$ cat config.mk
export PLATFORM = sky130hd
export DESIGN_NAME = cas_fsk_rx
export DESIGN_NICKNAME = d
export VERILOG_FILES = /design/src/rtl/cas_fsk_rx.sv
export SDC_FILE = /design/constraint.sdc
export NUM_CORES = 1
export LEC_CHECK = 0
export CORE_MARGIN = 8
export CORE_UTILIZATION = 60
export DETAILED_ROUTE_END_ITERATION = 7
export PLACE_DENSITY = 0.8
export SYNTH_ARGS = -nofsm -noshare
export SYNTH_HDL_FRONTEND = slang
export SYNTH_SLANG_ARGS = --single-unit
export TNS_END_PERCENT = 100
$ cat constraint.sdc
create_clock -name clk -period 3.1 [get_ports clk]
set_clock_uncertainty 0.05 [all_clocks]
set_input_delay 0.465 -clock clk [delete_from_list [all_inputs] [get_ports clk]]
set_output_delay 0.465 -clock clk [all_outputs]
set_load 0.02 [all_outputs]
$ cat src/rtl/cas_fsk_rx.sv
// cas_fsk_rx: cassette FSK receiver; classifies half-cycles as S/L and deframes start/8 data/stop bytes.
// Define CAS_RX_FILTER_EN to add a FILTER_CYCLES stability filter behind the synchronizer.
module cas_fsk_rx #(
    parameter logic [15:0] MIN_HALF       = 16'd1600,
    parameter logic [15:0] THRESH         = 16'd5000,
    parameter logic [15:0] MAX_HALF       = 16'd10000,
    parameter logic [7:0]  CARRIER_HALVES = 8'd64
`ifdef CAS_RX_FILTER_EN
    ,
    parameter logic [7:0]  FILTER_CYCLES  = 8'd8
`endif
) (
    input  logic       clk,
    input  logic       reset,
    input  logic       en,
    input  logic       din,
    output logic [7:0] dout,
    output logic       valid,
    output logic       ferr,
    output logic       carrier
);
    typedef enum logic [2:0] {IDLE, CARR, START, DATA, STOP} state_t;
    state_t state, state_n;
    logic [1:0] sync;
    logic lvl, lvl_d, acc, is_l;
    logic [15:0] cnt, cnt_n;
    logic [7:0] run, run_n, sh, sh_n, dout_n;
    logic [2:0] hc, hc_n, bi, bi_n;
    logic ht, ht_n;
    logic valid_n, ferr_n;

    always_ff @(posedge clk or posedge reset)
        if (reset) sync <= '0;
        else sync <= {sync[0], din};

`ifdef CAS_RX_FILTER_EN
    logic [7:0] fcnt;
    always_ff @(posedge clk or posedge reset)
        if (reset) begin
            fcnt <= '0;
            lvl <= 1'b0;
        end else if (sync[1] == lvl) fcnt <= '0;
        else if (fcnt == FILTER_CYCLES - 8'd1) begin
            fcnt <= '0;
            lvl <= sync[1];
        end else fcnt <= fcnt + 8'd1;
`else
    assign lvl = sync[1];
`endif

    // A too-early edge is dropped without restarting the width measurement.
    assign acc  = (lvl ^ lvl_d) && cnt >= MIN_HALF;
    assign is_l = cnt >= THRESH;

    always_comb begin
        state_n = state;
        cnt_n   = acc ? '0 : (cnt == MAX_HALF ? cnt : cnt + 16'd1);
        run_n   = state == IDLE ? run : '0;
        sh_n    = sh;
        dout_n  = dout;
        hc_n    = hc;
        bi_n    = bi;
        ht_n    = ht;
        valid_n = 1'b0;
        ferr_n  = 1'b0;
        if (!en) begin
            state_n = IDLE;
            cnt_n   = '0;
            run_n   = '0;
            sh_n    = '0;
            hc_n    = '0;
            bi_n    = '0;
            ht_n    = 1'b0;
        end else if (!acc) begin
            if (cnt == MAX_HALF) begin
                state_n = IDLE;
                run_n   = '0;
                ferr_n  = state inside {START, DATA, STOP};
            end
        end else begin
            case (state)
                IDLE: begin
                    run_n = is_l ? '0 : (run == CARRIER_HALVES ? run : run + 8'd1);
                    if (!is_l && run == CARRIER_HALVES - 8'd1) state_n = CARR;
                end
                CARR: state_n = is_l ? START : CARR;
                START: begin
                    state_n = is_l ? DATA : CARR;
                    hc_n    = '0;
                    bi_n    = '0;
                end
                DATA: begin
                    // ht remembers whether this bit is being built from short or long halves.
                    if (hc != 3'd0 && ht != is_l) begin
                        state_n = IDLE;
                        ferr_n  = 1'b1;
                    end else if (hc == (is_l ? 3'd1 : 3'd3)) begin
                        sh_n = {~is_l, sh[7:1]};
                        hc_n = '0;
                        bi_n = bi + 3'd1;
                        if (bi == 3'd7) state_n = STOP;
                    end else begin
                        hc_n = hc + 3'd1;
                        ht_n = is_l;
                    end
                end
                STOP: begin
                    if (is_l) begin
                        state_n = IDLE;
                        ferr_n  = 1'b1;
                    end else if (hc == 3'd3) begin
                        state_n = CARR;
                        dout_n  = sh;
                        valid_n = 1'b1;
                        hc_n    = '0;
                    end else hc_n = hc + 3'd1;
                end
                default: state_n = IDLE;
            endcase
        end
    end

    always_ff @(posedge clk or posedge reset)
        if (reset) begin
            state   <= IDLE;
            lvl_d   <= 1'b0;
            cnt     <= '0;
            run     <= '0;
            sh      <= '0;
            dout    <= '0;
            hc      <= '0;
            bi      <= '0;
            ht      <= 1'b0;
            valid   <= 1'b0;
            ferr    <= 1'b0;
            carrier <= 1'b0;
        end else begin
            state   <= state_n;
            lvl_d   <= lvl;
            cnt     <= cnt_n;
            run     <= run_n;
            sh      <= sh_n;
            dout    <= dout_n;
            hc      <= hc_n;
            bi      <= bi_n;
            ht      <= ht_n;
            valid   <= valid_n;
            ferr    <= ferr_n;
            carrier <= state_n != IDLE;
        end
endmodule

After elaboration in Yosys (flattened, before gate mapping)
Cells that the tools add are included.
Widths: inputs -> output; s select.
Word-level totals
  word-level logic and storage cells: 113
  output and inout bits: 11
  input bits: 4
  register bits: 56
Cells by class
  order comparisons: 2
  multiplexer cells: 56
  equality and inequality tests: 23
  $add $sub $neg: 4
  reduce and logical (&&, ||, !) cells: 13
  bitwise logic cells: 2
Operators with widths (count)
  $mux 8: 12
  $mux 3: 19
  $mux 16: 3
  $add 16x1->16 const B: 1
  $eq 16x14->1 const B: 1
  $ge 16x11->1 const B: 1
  $ge 16x13->1 const B: 1
  $reduce_and 4->1: 4
  $mux 1: 15
  $pmux 3 s5: 1
  $eq 3x2->1 const B: 3
  $ne 3x3->1 const B: 3
  $pmux 3 s3: 1
  $reduce_bool 3->1: 3
  $add 8x1->8 const B: 1
  $eq 8x6->1 const B: 1
  $eq 8x7->1 const B: 1
  $add 3x1->3 const B: 2
  $eq 3x3->1 const B: 2
  $mux 2: 3
  $ne 2x1->1 const B: 3
  $pmux 3 s2: 1
  $ne 5x5->1 const B: 1
  $reduce_and 5->1: 1
  13 further kinds: 16

Longest topological paths before layout
  word-level depth: 9
  depth in mapped cells: 9
  gate-level depth less buffers: 8

Worst setup path after synthesis
Ideal clock, no wire load.
  path kind: flip-flop to flip-flop
  start: register cnt[6]
  end: register carrier
  setup time: 0.135 ns
  stages on the path, launching flop included: 9
  data arrival time: 2.052 ns
  clock period less this slack: 2.237 ns
  buffers on the path: 2
  setup slack: 0.863 ns
  required time: 2.915 ns
  path through: dfrtp_1 buf_6 or4_1 or4_4 buf_6 and3_4 nand2_1 o31a_2 nand4_1
On the way
  word-level cells in the longest chain between the ends: 9
  elaborated cells on any way between the ends: 21
  classes of those cells: 2 x order compare; 3 x eq/ne; 11 x mux; 5 x reduce/logical
RTL lines
  start, declared: RTL line 26  | logic [15:0] cnt, cnt_n;
  start signal, assigned: RTL line 140  | cnt <= cnt_n;
  $ge 16x13->1: RTL line 53  | assign is_l = cnt >= THRESH;
  $mux 2: RTL line 97  | end else if (hc == (is_l ? 3'd1 : 3'd3)) begin
  $eq 3x2->1: RTL line 97
  $mux 3: RTL line 97
  $mux 3: RTL line 94  | if (hc != 3'd0 && ht != is_l) begin
  $pmux 3 s5: RTL line 81  | case (state)
  $mux 3 *: RTL line 74  | end else if (!acc) begin
  $mux 3 *: RTL line 66  | if (!en) begin
  $reduce_bool 3->1 *: RTL line 149  | carrier <= state_n != IDLE;
  end signal, assigned: RTL line 136  | carrier <= 1'b0;
  end signal, assigned: RTL line 149
  end, declared: RTL line 20  | output logic carrier
Every way passes the cells marked *; elsewhere a longest branch is shown, timed or not.
A chain may end at the register's enable or synchronous reset.

Worst setup path in the final report
  start: register cnt[5]
  end: register bi[1]
On the way
  word-level cells in the longest chain between the ends: 5
  elaborated cells on any way between the ends: 11
  classes of those cells: 2 x order compare; 5 x eq/ne; 1 x mux; 3 x reduce/logical
RTL lines
  $ge 16x13->1: RTL line 53
  $mux 2 or $ne 1x1->1 (tied branches): RTL line 97, 94
  $eq 3x2->1 or $logic_and 1x1->1 (tied branches): RTL line 97, 94
  $ne 3x2->1 (no source line) or $ne 3x3->1 (tied branches)
  $reduce_and 4->1 (no source line) *
  end signal, assigned: RTL line 145  | bi <= bi_n;
  end, declared: RTL line 28  | logic [2:0] hc, hc_n, bi, bi_n;
Marked as above.

==> results.env <==
LARGEST_FAMILY_OF_LOGIC_CELLS_BY_SYNTHESIZED_AREA='simple AND/OR/NAND/NOR gates'
PLACE_CONGESTION=0.961
F_MAX_MHz=389
FLOORPLAN.INITIALDENSITY_PCT=62.8
ARRIVAL_NS=2.75
VIASPERCELL=5.74
TRITONCTS='done'
POWER_W=0.00122
FINALCRITICALPERIOD_NS=2.57
CTS.REPORTEDPATHS.CLKPINSLEW_NS=0.11
YOSYS_REGISTER_BITS=56
FINISH.UTILIZATION_PCT=69.0
YOSYS.AREA_SHARE.ADDER_PCT=4.19
SYNTH_LARGEST_AREA_CELL='dfrtp_1'
SHARE_OF_THE_SYNTHESIZED_AREA_IN_COMPOUND_GATES_AO_OA_AOI_OAI_PCT=10.2
DPL_WORST_SLACK_NS=0.575
GLOBALROUTETOTALUTIL_PCT=16.0
SETUP-VIOLATIONS-FINAL=0
VIAS_IN_THE_FIRST_GLOBAL_ROUTE=2131
CLOCK_INSERTION_DELAY_WORST_SKEW_NS=0.32
CP_MAX_FO=8
FINAL_MAX_SLEW_VIOL_COUNT=0
SYNTH_FP_NETS=327
WL_PER_CELL_UM=14.7
WHS_PATH_DEPTH=0
HOLD_VIOL_FINAL=0
WORST-R2R-CELL-COUNT=7
DIE_AREA_UM2=7490
FINISH.NET_COUNT=343
SWITCHING_SHARE_PCT=24.8
POWER_SHARE_OF_THE_COMBINATIONAL_GROUP_PCT=3.8
RUN_STATUS='finished, final reports clean'
INITIALDRTVIOLATIONCOUNT=90
TOTALWIRELENGTH_MM=5.82
LAYOUT-AREA-OVERHEAD-VS-SYNTH_PCT=9.85
MOST-COMMON-LAYOUT-CELLS='dfrtp_1 (56), nand2_1 (39), nor2_1 (30), nand3_1 (22), o21ai_0 (22)'
R2R_SETUP_SLACK_NS=0.53
SYNTH_SIMPLE_GATE_AREA_SHARE_PCT=24.2
WORSTREG2REGSTART='cnt[5]'
HP-CLASS='reg -> reg'
SLEW-LIMIT-HEADROOM_PCT=50.1
NUMCTSBUFFERS=5
ANTENNA_VIOLATING_NETS_POST_ROUTE=0
CTS-ROOT-BUF='clkbuf_8'
FLOORPLAN.DIE.WIDTH_UM=86.6
DIE_Y_UM=86.6
WORSTHOLDENDPOINT='sync[1]'
SYN_AREA_PER_CELL_UM2=9.54
WORST_IR_DROP_VDD_mV=0.329
CRITICAL-PATH-SLOWEST-CELL='mux2i_1'
FP.COREAREA_UM2=4750
DRCVIOLATIONCOUNT=0
SYNTH_CELLS=313
CRITICAL-PATH-TOP-CELL-BY-COUNT='mux2i_1'
NUM_VIAS=2280
DRTPASS1ITERATIONS=4
SETUP_SLACK_NS=0.533
GRT_FIRST_PASS_WIRELENGTH_MM=9.80
HTREE_NUM_LEVELS=2
POWER_DENSITY_nW_PER_UM2=373
TOP_FAMILY_BY_DELAY_ON_CRITICAL_PATH='multiplexers'
NETLIST_AREA_UM2=2990
DPL.HPWL_MM=4.17
ANTENNADIODECOUNT=0
DELAY_OF_THE_SLOWEST_CELL_ON_THE_WORST_PATH_NS=0.52
CRIT_BUF_INV=1
HOLD_START='sync[0]'
PORT-BUFFER-COUNT=14
POST_CTS_HOLD_BUFFER_COUNT=0
GRT_REMAINING_OVERFLOW=0
LARGEST_NET_DEGREE_AT_THE_START_OF_GLOBAL_ROUTING=29
POST_CTS.RESIZED_INSTANCES=0
FINAL_COMMON_CELL='dfrtp_1'
SWITCHING_POWER_W=0.000304
PIN_COUNT=15
POST_CTS.REPAIR.SETUP_BUFFERS=0
POWER.SHARE.CLOCK_PCT=35.8
POST_SYNTH_EDFFS=0
CTS.SINKS=56
TIMING.CRITICAL_PATH.TO_TYPE='flop'
CLOCK_TREE_BUFFER_DEPTH=2
DRV_CAP=0
SYNTH.AREA.TOP_CELLS='dfrtp_1 (47%), nand2_1 (4.9%), ha_1 (4.2%)'
CRITICAL_PATH.STARTPOINT_TYPE='flop'
ASYNC_RESET_FF_SHARE_PCT=100
SYNTH_FF_TYPE='dfrtp_1'
CRIT_REQUIRED_NS=3.29
GRT_SETUP_UNREPAIRED='false'
NUMBER_OF_DISTINCT_LIBRARY_CELLS_AFTER_SYNTHESIS=53
PATH_CLASS='reg -> reg'
P_INT_W=0.000920
NFILLCELLS=378
FRACTION_OF_POST_SYNTHESIS_CELL_AREA_IN_THE_TOP_CELL_TYPE_BY_AREA_PCT=46.9
TIMING_WORST_SLEW_PIN_VALUE_NS=0.745
WORST_HOLD_SLACK_NS=0.310
SHARE_SEQ_OF_TOTAL_POWER_PCT=60.4
ROWS=25
ANTENNA_VIOLATIONS_BEFORE_REPAIR=0
SYNTH.AREA.MUX_SHARE_PCT=5.19
SETUP-TNS-FINAL_NS=0
FIN_CRIT_SH_PCT=82.8
SYNTH.YOSYS.WARNINGS=0
POST_ROUTE_CELLS_DRIVE_ABOVE_1_SHARE_PCT=11.5
LEAKAGEPOWER_nW=1.46
POST_SYNTH_XOR_AREA_FRACTION_PCT=4.99
SYNTH.YOSYS.SEQ_AREA_SHARE_PCT=46.9
CP_CELL_SEQUENCE='nor4_1 -> o211a_1 -> buf_4 -> mux2i_1 -> nand2_1 -> o2111ai_1 -> mux2i_1'
R2R_END='bi[1]'
-- kinds of logic (layout without fill, tap and decap cells) --
group / Yosys count / count (layout)
buffers and inverters: 26 / 43
muxes: 14 / 14
AOI/OAI and AO/OA: 48 / 48
DFF: 56 / 56
xor gates and xnor gates: 17 / 17
adders and majority gates: 10 / 10
and+or+nand+nor: 142 / 142
-- routing by layer --
metal / track usage [%] / wire, um / up-vias / share of wire (%)
met3: 3.40 / 226 / 4 / 3.9
li1: - / - / 1115 / -
met1: 21.2 / 2780 / 1120 / 48
met4: 4.23 / 35 / 0 / 0.60
met5: 0 / 0 / - / 0
met2: 25.7 / 2780 / 41 / 48
-- layout make-up --
class | count | area [um2] | share of cell area, %
clock buffers | 5 | 68.8 | 2.10
clock inverters | 3 | 28.8 | 0.877
inverters | 15 | 56.3 | 1.72
multi-input cells | 231 | 1460 | 44.4
flip-flops and latches | 56 | 1400 | 42.7
well taps | 67 | 83.8 | 2.56
repair buffers | 20 | 185 | 5.64
-- Yosys cell counts, types with 2 or more instances --
| library cell | number |
|---|---|
| xnor2_1 | 7 |
| dfrtp_1 | 56 |
| mux2_2 | 8 |
| or4_4 | 2 |
| a21oi_1 | 9 |
| nand4_1 | 6 |
| ha_1 | 10 |
| inv_1 | 15 |
| o31ai_1 | 3 |
| nand2_1 | 39 |
| xor2_1 | 10 |
| o21ai_0 | 22 |
| and3_1 | 4 |
| or3_1 | 2 |
| or2_2 | 3 |
| mux2i_1 | 5 |
| and2_1 | 2 |
| nand2b_1 | 5 |
| nor2b_1 | 5 |
| nor4_1 | 3 |
| nand3_1 | 22 |
| nor3_1 | 9 |
| buf_2 | 3 |
| buf_6 | 3 |
| nor2_1 | 30 |
| clkbuf_1 | 3 |
-- sequential cells by signal, indices dropped and copies added (netlist names) --
signal   cells
carrier      1
lvl_d        1
sh           8
bi           3
state        3
cnt         16
run          8
hc           3
valid        1
dout         8
ferr         1
ht           1
sync         2
-- metrics by stage --
step                      cells  cell area [um2]
after floorplan             313             2990
after global placement      389             3180
after detailed placement    389             3180
after CTS                   397             3280
after global routing        397             3280
final                       397             3280
-- power by group through the flow --
| stage | sequential (W) | combinational (W) | clock, W |
|---|---|---|---|
| floorplan | 0.000753 | 0.0000322 | 0 |
| global placement | 0.000754 | 0.0000462 | 0 |
| detailed placement | 0.000754 | 0.0000471 | 0 |
| CTS | 0.000740 | 0.0000472 | 0.000453 |
| global route | 0.000741 | 0.0000534 | 0.000475 |
| finish | 0.000740 | 0.0000460 | 0.000438 |
-- worst max path at each step --
stage | start | to | cells past startpoint | slack [ns]
2_1_floorplan | cnt[6] | carrier | 8 | 0.86
3_3_place_gp | cnt[5] | sh[2] | 5 | 0.66
3_5_place_dp | cnt[5] | bi[1] | 7 | 0.57
4_1_cts | cnt[6] | bi[1] | 7 | 0.53
5_1_grt | cnt[4] | bi[1] | 7 | 0.36
6_report | cnt[5] | bi[1] | 7 | 0.53
No activity file was read; power rests on OpenSTA's default activity.
